[src/rtl/uart_byte_fifo_if.sv]
// Byte FIFO bus: write strobe from the receiver, rdy/new_data handshake to the transmitter,
// plus fill-level status. The FIFO takes the slave side; the driver of wr_en/rd_rdy takes the master side.
interface uart_byte_fifo_if #(
  parameter int DEPTH = 16,
  parameter int WIDTH = 8
);
  logic                     wr_en;
  logic [WIDTH-1:0]         wr_data;
  logic                     rd_rdy;
  logic                     rd_valid;
  logic [WIDTH-1:0]         rd_data;
  logic                     full;
  logic                     empty;
  logic [$clog2(DEPTH):0]   count;
  logic                     overflow;

  modport master (
    output wr_en, wr_data, rd_rdy,
    input  rd_valid, rd_data, full, empty, count, overflow
  );

  modport slave (
    input  wr_en, wr_data, rd_rdy,
    output rd_valid, rd_data, full, empty, count, overflow
  );
endinterface

[src/rtl/uart_byte_fifo.sv]
// Byte FIFO between uart_rx and uart_tx; write visible after one edge, 2-cycle pass-through.
// Writes into a full FIFO are dropped (sticky overflow); one pop per rdy fall-then-rise of the sink.
module uart_byte_fifo #(
  parameter int DEPTH = 16,
  parameter int WIDTH = 8
) (
  input  logic              clk,
  input  logic              rst_n,
  uart_byte_fifo_if.slave   bus
);
  localparam int AW = $clog2(DEPTH);
  localparam int PW = AW + 1;

  typedef enum logic [1:0] {
    IDLE      = 2'd0,
    WAIT_BUSY = 2'd1,
    WAIT_RDY  = 2'd2
  } state_e;

  logic [WIDTH-1:0] mem [DEPTH];

  logic [PW-1:0]    wr_ptr_q, wr_ptr_d;
  logic [PW-1:0]    rd_ptr_q, rd_ptr_d;
  logic [WIDTH-1:0] rd_data_q, rd_data_d;
  logic             rd_valid_q, rd_valid_d;
  logic             overflow_q, overflow_d;
  state_e           state_q, state_d;

  logic full, empty, wr_accept;

  assign empty     = (wr_ptr_q == rd_ptr_q);
  assign full      = (wr_ptr_q[AW-1:0] == rd_ptr_q[AW-1:0]) && (wr_ptr_q[AW] != rd_ptr_q[AW]);
  // full is taken before any same-cycle pop, so a write into a full FIFO always drops
  assign wr_accept = bus.wr_en && !full;

  always_comb begin
    wr_ptr_d   = wr_ptr_q;
    overflow_d = overflow_q;
    if (wr_accept) begin
      wr_ptr_d = wr_ptr_q + PW'(1);
    end else if (bus.wr_en) begin
      overflow_d = 1'b1;
    end
  end

  // Read side: one strobe, then wait for the sink to go busy and come back ready
  always_comb begin
    state_d    = state_q;
    rd_ptr_d   = rd_ptr_q;
    rd_data_d  = rd_data_q;
    rd_valid_d = 1'b0;
    case (state_q)
      IDLE: begin
        if (!empty && bus.rd_rdy) begin
          rd_data_d  = mem[rd_ptr_q[AW-1:0]];
          rd_ptr_d   = rd_ptr_q + PW'(1);
          rd_valid_d = 1'b1;
          state_d    = WAIT_BUSY;
        end
      end
      WAIT_BUSY: begin
        if (!bus.rd_rdy) state_d = WAIT_RDY;
      end
      WAIT_RDY: begin
        if (bus.rd_rdy) state_d = IDLE;
      end
      default: state_d = IDLE;
    endcase
  end

  always_ff @(posedge clk) begin
    if (!rst_n) begin
      wr_ptr_q   <= '0;
      rd_ptr_q   <= '0;
      rd_data_q  <= '0;
      rd_valid_q <= 1'b0;
      overflow_q <= 1'b0;
      state_q    <= IDLE;
    end else begin
      wr_ptr_q   <= wr_ptr_d;
      rd_ptr_q   <= rd_ptr_d;
      rd_data_q  <= rd_data_d;
      rd_valid_q <= rd_valid_d;
      overflow_q <= overflow_d;
      state_q    <= state_d;
    end
  end

  always_ff @(posedge clk) begin
    if (wr_accept) begin
      mem[wr_ptr_q[AW-1:0]] <= bus.wr_data;
    end
  end

  assign bus.full     = full;
  assign bus.empty    = empty;
  assign bus.count    = wr_ptr_q - rd_ptr_q;
  assign bus.overflow = overflow_q;
  assign bus.rd_valid = rd_valid_q;
  assign bus.rd_data  = rd_data_q;
endmodule

[src/flat_wrapper.sv]
// flat-port wrapper written by rule: the top's interface ports become plain ports
module uart_byte_fifo_flat 
#(
  parameter int DEPTH = 16,
  parameter int WIDTH = 8
)
  (clk, rst_n, bus_wr_en, bus_wr_data, bus_rd_rdy, bus_rd_valid, bus_rd_data, bus_full, bus_empty, bus_count, bus_overflow);
  uart_byte_fifo_if #(.DEPTH(DEPTH), .WIDTH(WIDTH)) bus_i ();
  input  logic clk;
  input  logic rst_n;
  input wire logic [$bits(bus_i.wr_en)-1:0] bus_wr_en;
  input wire logic [$bits(bus_i.wr_data)-1:0] bus_wr_data;
  input wire logic [$bits(bus_i.rd_rdy)-1:0] bus_rd_rdy;
  output wire logic [$bits(bus_i.rd_valid)-1:0] bus_rd_valid;
  output wire logic [$bits(bus_i.rd_data)-1:0] bus_rd_data;
  output wire logic [$bits(bus_i.full)-1:0] bus_full;
  output wire logic [$bits(bus_i.empty)-1:0] bus_empty;
  output wire logic [$bits(bus_i.count)-1:0] bus_count;
  output wire logic [$bits(bus_i.overflow)-1:0] bus_overflow;
  assign bus_i.wr_en = bus_wr_en;
  assign bus_i.wr_data = bus_wr_data;
  assign bus_i.rd_rdy = bus_rd_rdy;
  assign bus_rd_valid = bus_i.rd_valid;
  assign bus_rd_data = bus_i.rd_data;
  assign bus_full = bus_i.full;
  assign bus_empty = bus_i.empty;
  assign bus_count = bus_i.count;
  assign bus_overflow = bus_i.overflow;
  uart_byte_fifo #(.DEPTH(DEPTH), .WIDTH(WIDTH)) u_core (.clk(clk), .rst_n(rst_n), .bus(bus_i));
endmodule
[config.mk]
export PLATFORM = sky130hd
export DESIGN_NAME = uart_byte_fifo_flat
export DESIGN_NICKNAME = d
export VERILOG_FILES = /design/src/rtl/uart_byte_fifo_if.sv /design/src/rtl/uart_byte_fifo.sv /design/src/flat_wrapper.sv
export SDC_FILE = /design/constraint.sdc
export NUM_CORES = 1
export LEC_CHECK = 0
export BUFFER_PORTS_ARGS = -buffer_cell sky130_fd_sc_hd__buf_2
export CORE_ASPECT_RATIO = 1.4
export CORE_MARGIN = 5
export CORE_UTILIZATION = 61
export CTS_BUF_LIST = sky130_fd_sc_hd__clkbuf_16
export DETAILED_ROUTE_END_ITERATION = 10
export PLACE_DENSITY = 0.76
export SYNTH_ARGS = -nofsm -noshare
export SYNTH_HDL_FRONTEND = slang
export SYNTH_SLANG_ARGS = --single-unit
[constraint.sdc]
create_clock -name clk -period 2.9 [get_ports clk]
set_input_delay 0.435 -clock clk [delete_from_list [all_inputs] [get_ports clk]]
set_output_delay 0.435 -clock clk [all_outputs]
set_load 0.05 [all_outputs]
Word-level counts from Yosys, hierarchy flattened
Memory sizes are Yosys's and may differ from the RTL's. A register that Yosys moved wholly into a read port is not among the register bits.
Index checks and enable logic that the tools add are counted.
{"block": "totals", "regBits": 14, "ram_bits": 128, "mem_count": 1, "inputBits": 12}
{"name": "u_core.mem", "words": 16, "word_bits": 8, "read_ports": 1, "rd_clocked_by_memory_dff": 1, "wr": 1, "line": "uart_byte_fifo.sv:20", "rtl": "logic [WIDTH-1:0] mem [DEPTH];"}
{"block": "op_classes", "n_addsub": 3, "eq_ne": 8, "bitwise_logic": 1, "mux": 7, "n_reduce_logical": 11}
{"operator": "5-bit by 1-bit adder with 5-bit output (second input constant)", "n": 2}
{"operator": "2-bit two-way mux", "n": 3}
{"operator": "2-bit case mux with 3 select lines", "n": 1}
{"operator": "2-bit AND reduction", "n": 3}
{"operator": "5-bit equality test", "n": 1}
{"operator": "5-bit subtractor", "n": 1}
{"operator": "4-bit equality test", "n": 1}
{"operator": "2-bit != test (second input constant)", "n": 2}
{"operator": "1-bit logical AND", "n": 3}
{"operator": "1-bit logical NOT", "n": 3}
{"operator": "1-bit two-way mux", "n": 3}
{"operator": "3-bit AND reduction", "n": 1}
{"operator": "2-bit by 1-bit equality test with 1-bit output (second input constant)", "n": 1}
{"operator": "2-bit equality test (second input constant)", "n": 1}
{"operator": "2-bit logical NOT", "n": 1}
{"operator": "2-bit by 1-bit != test with 1-bit output (second input constant)", "n": 1}
{"operator": "1-bit != test", "n": 1}
{"operator": "1-bit NOT", "n": 1}

Logic depth before layout (Yosys ltp)
{"block": "depth", "depth_word": 6, "depth_mapped": 9, "ltp_nobuf": 7}

Worst setup path after synthesis
OpenSTA, ideal clock, no wires.
{"block": "synth_timing", "path_type": "register to register", "start": "register u_core.rd_ptr_q[3]", "end": "memory u_core.mem[2][0], enable pin", "path_slack_ps": 257, "n_path_buf": 1, "t_required_ps": 2517, "stages_incl_launch_ff": 8, "t_arrival_ps": 2259, "cell_sequence": "dfxtp_1 > clkbuf_1 > inv_1 > ha_1 > nand4_1 > o21a_1 > nand2_1 > nor3_1"}
{"block": "synth_between", "elab_chain_cells": 6}
{"item": "start, declared", "line": "uart_byte_fifo.sv:23", "rtl": "logic [PW-1:0] rd_ptr_q, rd_ptr_d;"}
{"item": "start signal, assigned", "line": "uart_byte_fifo.sv:81", "rtl": "rd_ptr_q <= rd_ptr_d;"}
{"item": "4-bit equality test", "line": "uart_byte_fifo.sv:32", "rtl": "assign full = (wr_ptr_q[AW-1:0] == rd_ptr_q[AW-1:0]) && (wr_ptr_q[AW] != rd_ptr_q[AW]);"}
{"item": "1-bit logical AND", "line": "uart_byte_fifo.sv:32"}
{"item": "1-bit logical NOT", "line": "uart_byte_fifo.sv:34", "rtl": "assign wr_accept = bus.wr_en && !full;"}
{"item": "1-bit logical AND", "line": "uart_byte_fifo.sv:34"}
{"item": "1-bit two-way mux", "line": "uart_byte_fifo.sv:90", "rtl": "if (wr_accept) begin"}
{"item": "1-bit two-way mux (not written as such)", "line": "uart_byte_fifo.sv:91", "rtl": "mem[wr_ptr_q[AW-1:0]] <= bus.wr_data;"}
{"item": "end, declared", "line": "uart_byte_fifo.sv:20"}
Every way passes these cells.

Final worst setup path
{"block": "layout_timing", "start": "register u_core.wr_ptr_q[0]", "end": "output port bus_count[4]"}
{"block": "layout_between", "elab_chain_cells": 1}
{"item": "start, declared", "line": "uart_byte_fifo.sv:22", "rtl": "logic [PW-1:0] wr_ptr_q, wr_ptr_d;"}
{"item": "start signal, assigned", "line": "uart_byte_fifo.sv:80", "rtl": "wr_ptr_q <= wr_ptr_d;"}
{"item": "5-bit subtractor", "line": "uart_byte_fifo.sv:97", "rtl": "assign bus.count = wr_ptr_q - rd_ptr_q;"}
{"item": "end, declared", "line": "flat_wrapper.sv:18", "rtl": "output wire logic [$bits(bus_i.count)-1:0] bus_count;"}
Every way passes these cells.

==> results.py <==
metrics = {
    "sta": {
        "final-hold-violation-count": 0,
        "final.setup_skew_ns": 0.00890,
        "normalized_max_slew_margin": 0.479,
        "drv_slew": 0,
        "timing.setup.tns_ns": 0,
        "maxClockFrequency_mhz": 362,
        "worstMarginPinSlew_ns": 0.782,
        "timing.final.ws_setup_ns": 0.135,
        "setup_failing_eps_final": 0,
        "rsz_0062_raised_after_global_routing": "false",
        "period_needed_ns": 2.76,
        "final_min_period_over_clock_period": 0.953,
    },
    "routing": {
        "initialDrtViolationCount": 290,
        "ant_nets": 0,
        "avgRoutedWirePerCell_um": 20.6,
        "num_vias": 3358,
        "viasPerCell": 5.86,
        "remaining_drc_errors": 0,
        "drt_pass1_iterations": 5,
        "route.final.wire_length_um": 11800,
    },
    "final_layout": {
        "num_antenna_cells": 0,
        "total_nets_final": 447,
        "layout-area-overhead-vs-synth_pct": 14.6,
        "finish.utilization": 0.709,
        "finalNonFillerCells": 573,
        "layout-drive-gt1-share": 0.203,
        "final_design_area_no_fill_mm2": 0.00694,
    },
    "power": {
        "internal_power_mw": 3.86,
        "power.share.sequential": 0.471,
        "power.density_mw_per_mm2": 747,
        "p_switching_mw": 1.33,
        "worst_ir_drop_vdd_mv": 0.725,
        "power.leakage_nw": 2.29,
        "pwr-share-clk": 0.402,
        "combinationalPowerShare": 0.127,
        "p_sw_frac": 0.256,
    },
    "global_routing": {
        "groute.usage.overall": 0.212,
        "globalRoute.totalOverflow": 0,
        "global_route_wire_length_before_repair_um": 18100,
        "grt_util_met3": 0.0564,
        "grt.met2_usage": 0.337,
        "gr-max-usage-layer": "met2",
        "first_global_vias": 3357,
        "maximum_number_of_pins_on_one_net_before_global_route_repair": 45,
        "grt_util_met1": 0.270,
        "initial_antenna_violation_count": 0,
    },
    "placed_design": {
        "placed_cells": 541,
        "gp_routability_congestion": 0.844,
        "buffer_ports.inserted": 28,
        "place_hpwl_um": 7710,
        "post_placement_setup_slack_ns": 0.427,
        "place_area_mm2": 0.00636,
    },
    "synthesis": {
        "synth_warnings": 0,
        "syn-mean-instance-area_um2": 16.0,
        "synthesis.area_mm2": 0.00606,
        "synth_fp_nets": 400,
        "synth-seq-cells": 150,
        "synthesized_instance_count": 378,
        "synth_cell_types": 39,
        "yosysSeqAreaShare": 0.707,
    },
    "critical_path": {
        "setup.worst_path.class": "reg2out",
        "timing.critical_path.to_type": "output port",
        "worst-endpoint-arrival_ns": 2.33,
        "cp_data_required_time_ns": 2.47,
        "worst-path-max-fanout": 5,
        "startpoint_type": "flop",
    },
    "cts": {
        "cts.sinks": 150,
        "clkSlewWorstSetupHoldPaths_ns": 0.06,
        "clockRootBuffer": "sky130_fd_sc_hd__clkbuf_16",
        "h_tree_depth_reported_by_cts": 4,
        "clk_latency_ns": 0.42,
        "tritoncts": "built",
        "cts_made_buffers": 17,
        "postCtsHoldBufs": 0,
        "cts.path.max_buffers": 2,
    },
    "floorplan": {
        "fp.dieH_um": 128,
        "core_mm2": 0.00979,
        "std_cell_rows": 43,
        "initial_utilization": 0.619,
        "width_of_the_die_um": 94.2,
        "top_level_ports": 29,
        "die_area_mm2": 0.0121,
    },
    "run_status": {
        "run_status": "finished clean",
    },
    "job": {
        "max-cap-violations": 0,
    },
    "worst_hold_path": {
        "hp-class": "in2reg",
    },
}
[through the flow]
step | hold WS [ns] | power (mW)
2_1_floorplan | 0.443 | 2.98
4_1_cts | 0.185 | 5.21
6_report | 0.197 | 5.19
3_5_place_dp | 0.462 | 3.15
5_1_grt | 0.206 | 5.36
3_3_place_gp | 0.449 | 3.13
[cell usage after synthesis]
master,n,area share
sky130_fd_sc_hd__o22ai_1,16,0.017
sky130_fd_sc_hd__nor3b_1,1,0.0012
sky130_fd_sc_hd__nand2b_1,3,0.0031
sky130_fd_sc_hd__a21o_1,3,0.0037
sky130_fd_sc_hd__o211ai_2,1,0.0021
sky130_fd_sc_hd__clkbuf_1,5,0.0031
sky130_fd_sc_hd__a221oi_1,8,0.012
sky130_fd_sc_hd__xnor2_2,1,0.0027
sky130_fd_sc_hd__buf_2,2,0.0017
sky130_fd_sc_hd__ha_1,9,0.019
sky130_fd_sc_hd__and3_1,1,0.0010
sky130_fd_sc_hd__buf_6,9,0.017
sky130_fd_sc_hd__buf_4,1,0.0012
sky130_fd_sc_hd__xnor2_1,6,0.0087
sky130_fd_sc_hd__a21oi_1,5,0.0041
sky130_fd_sc_hd__nor4b_1,1,0.0014
sky130_fd_sc_hd__mux4_2,8,0.030
sky130_fd_sc_hd__or3b_1,1,0.0014
sky130_fd_sc_hd__and2_1,1,0.0010
sky130_fd_sc_hd__mux2i_1,51,0.084
sky130_fd_sc_hd__nand4_1,1,0.0010
sky130_fd_sc_hd__nand3_1,2,0.0017
sky130_fd_sc_hd__o21ai_0,17,0.014
sky130_fd_sc_hd__xor2_1,4,0.0058
sky130_fd_sc_hd__nand3b_1,2,0.0025
sky130_fd_sc_hd__nor3_1,8,0.0066
sky130_fd_sc_hd__o211ai_1,2,0.0025
sky130_fd_sc_hd__or3_1,1,0.0010
sky130_fd_sc_hd__o21a_1,1,0.0012
sky130_fd_sc_hd__a31oi_1,8,0.0083
sky130_fd_sc_hd__nand2_1,5,0.0031
sky130_fd_sc_hd__o21a_2,1,0.0014
sky130_fd_sc_hd__nor2_1,31,0.019
sky130_fd_sc_hd__inv_1,9,0.0056
sky130_fd_sc_hd__dfxtp_1,22,0.073
sky130_fd_sc_hd__edfxtp_1,128,0.63
sky130_fd_sc_hd__nor2b_1,1,0.0010
sky130_fd_sc_hd__fa_1,1,0.0033
sky130_fd_sc_hd__buf_1,1,0.00062
[final timing paths]
check | end | slack (ns) | cells after the start | start
hold reg to reg | u_core.bus.overflow | 0.48 | 2 | u_core.bus.overflow
setup reg to reg | u_core.mem[2][6] | 0.51 | 7 | u_core.rd_ptr_q[3]
setup / recovery | bus_count[4] | 0.14 | 8 | u_core.wr_ptr_q[0]
hold / removal | u_core.state_q[1] | 0.20 | 2 | bus_rd_rdy
[registers in the layout (all words and copies together), names as in the netlist]
name	cells
u_core.state_q	2
u_core.bus.rd_valid	1
u_core.bus.rd_data	8
u_core.mem	128
u_core.bus.overflow	1
u_core.wr_ptr_q	5
u_core.rd_ptr_q	5
[cells in the final DEF, fill, tap and decap left out, types with 2 or more instances in the layout]
cell type / synthesis / layout
sky130_fd_sc_hd__edfxtp_1: 128 / 128
sky130_fd_sc_hd__nand2_1: 5 / 5
sky130_fd_sc_hd__o21ai_0: 17 / 17
sky130_fd_sc_hd__nor3_1: 8 / 8
sky130_fd_sc_hd__nand2b_1: 3 / 3
sky130_fd_sc_hd__inv_4: 0 / 3
sky130_fd_sc_hd__buf_2: 2 / 27
sky130_fd_sc_hd__a21oi_1: 5 / 5
sky130_fd_sc_hd__nand3b_1: 2 / 2
sky130_fd_sc_hd__a221oi_1: 8 / 8
sky130_fd_sc_hd__buf_4: 1 / 18
sky130_fd_sc_hd__clkbuf_16: 0 / 19
sky130_fd_sc_hd__inv_1: 9 / 10
sky130_fd_sc_hd__a31oi_1: 8 / 8
sky130_fd_sc_hd__xor2_1: 4 / 4
sky130_fd_sc_hd__nor2_1: 31 / 31
sky130_fd_sc_hd__o211ai_1: 2 / 2
sky130_fd_sc_hd__mux4_2: 8 / 8
sky130_fd_sc_hd__dfxtp_2: 0 / 3
sky130_fd_sc_hd__clkinv_2: 0 / 3
sky130_fd_sc_hd__xnor2_1: 6 / 6
sky130_fd_sc_hd__clkinv_1: 0 / 2
sky130_fd_sc_hd__a21o_1: 3 / 3
sky130_fd_sc_hd__o22ai_1: 16 / 16
sky130_fd_sc_hd__ha_1: 9 / 9
sky130_fd_sc_hd__nand3_1: 2 / 2
sky130_fd_sc_hd__dfxtp_1: 22 / 19
sky130_fd_sc_hd__mux2i_1: 51 / 51
[worst max-delay path: stages (launching register included)]
cell,delay (ns)
sky130_fd_sc_hd__dfxtp_1,0.36
sky130_fd_sc_hd__inv_1,0.14
sky130_fd_sc_hd__ha_1,0.16
sky130_fd_sc_hd__inv_1,0.06
sky130_fd_sc_hd__fa_1,0.45
sky130_fd_sc_hd__a21o_1,0.17
sky130_fd_sc_hd__a21oi_1,0.18
sky130_fd_sc_hd__xnor2_1,0.14
sky130_fd_sc_hd__clkbuf_4,0.25
[layer usage]
layer  vias to the layer above  share of wire
li1                       1566              -
met1                      1636           0.42
met2                       128           0.49
met3                        28          0.058
met4                         0          0.030
met5                         -              0
[layout make-up]
class / count / area, µm²
repair buffers: 46 / 278
well taps: 135 / 169
multi-input cells: 201 / 1600
fillers: 673 / 2850
inverters: 9 / 33.8
clock inverters: 13 / 100
clock buffers: 19 / 475
flip-flops and latches: 150 / 4290
[repair_timing]
| action | in CTS | in global routing |
|---|---|---|
| endpoints found under the setup margin | 1 | 3 |
| resized for setup | 1 | 2 |
| buffers inserted | 0 | 0 |
[power groups by stage]
| stage | clock [mW] | combinational (mW) | sequential [mW] |
|---|---|---|---|
| after detailed placement | 0 | 0.658 | 2.49 |
| after global routing | 2.20 | 0.707 | 2.45 |
| after global placement | 0 | 0.648 | 2.48 |
| after CTS | 2.11 | 0.664 | 2.44 |
| after floorplan | 0 | 0.419 | 2.57 |
| final | 2.08 | 0.660 | 2.44 |
[cells by family after synthesis]
group / share of synthesized area
xor+xnor: 0.0171
flops: 0.707
fa+ha+maj: 0.0219
simple gates: 0.0454
buf+inv: 0.0289
compound gates: 0.0655
mux: 0.114
Power figures use the tool's default switching activity.
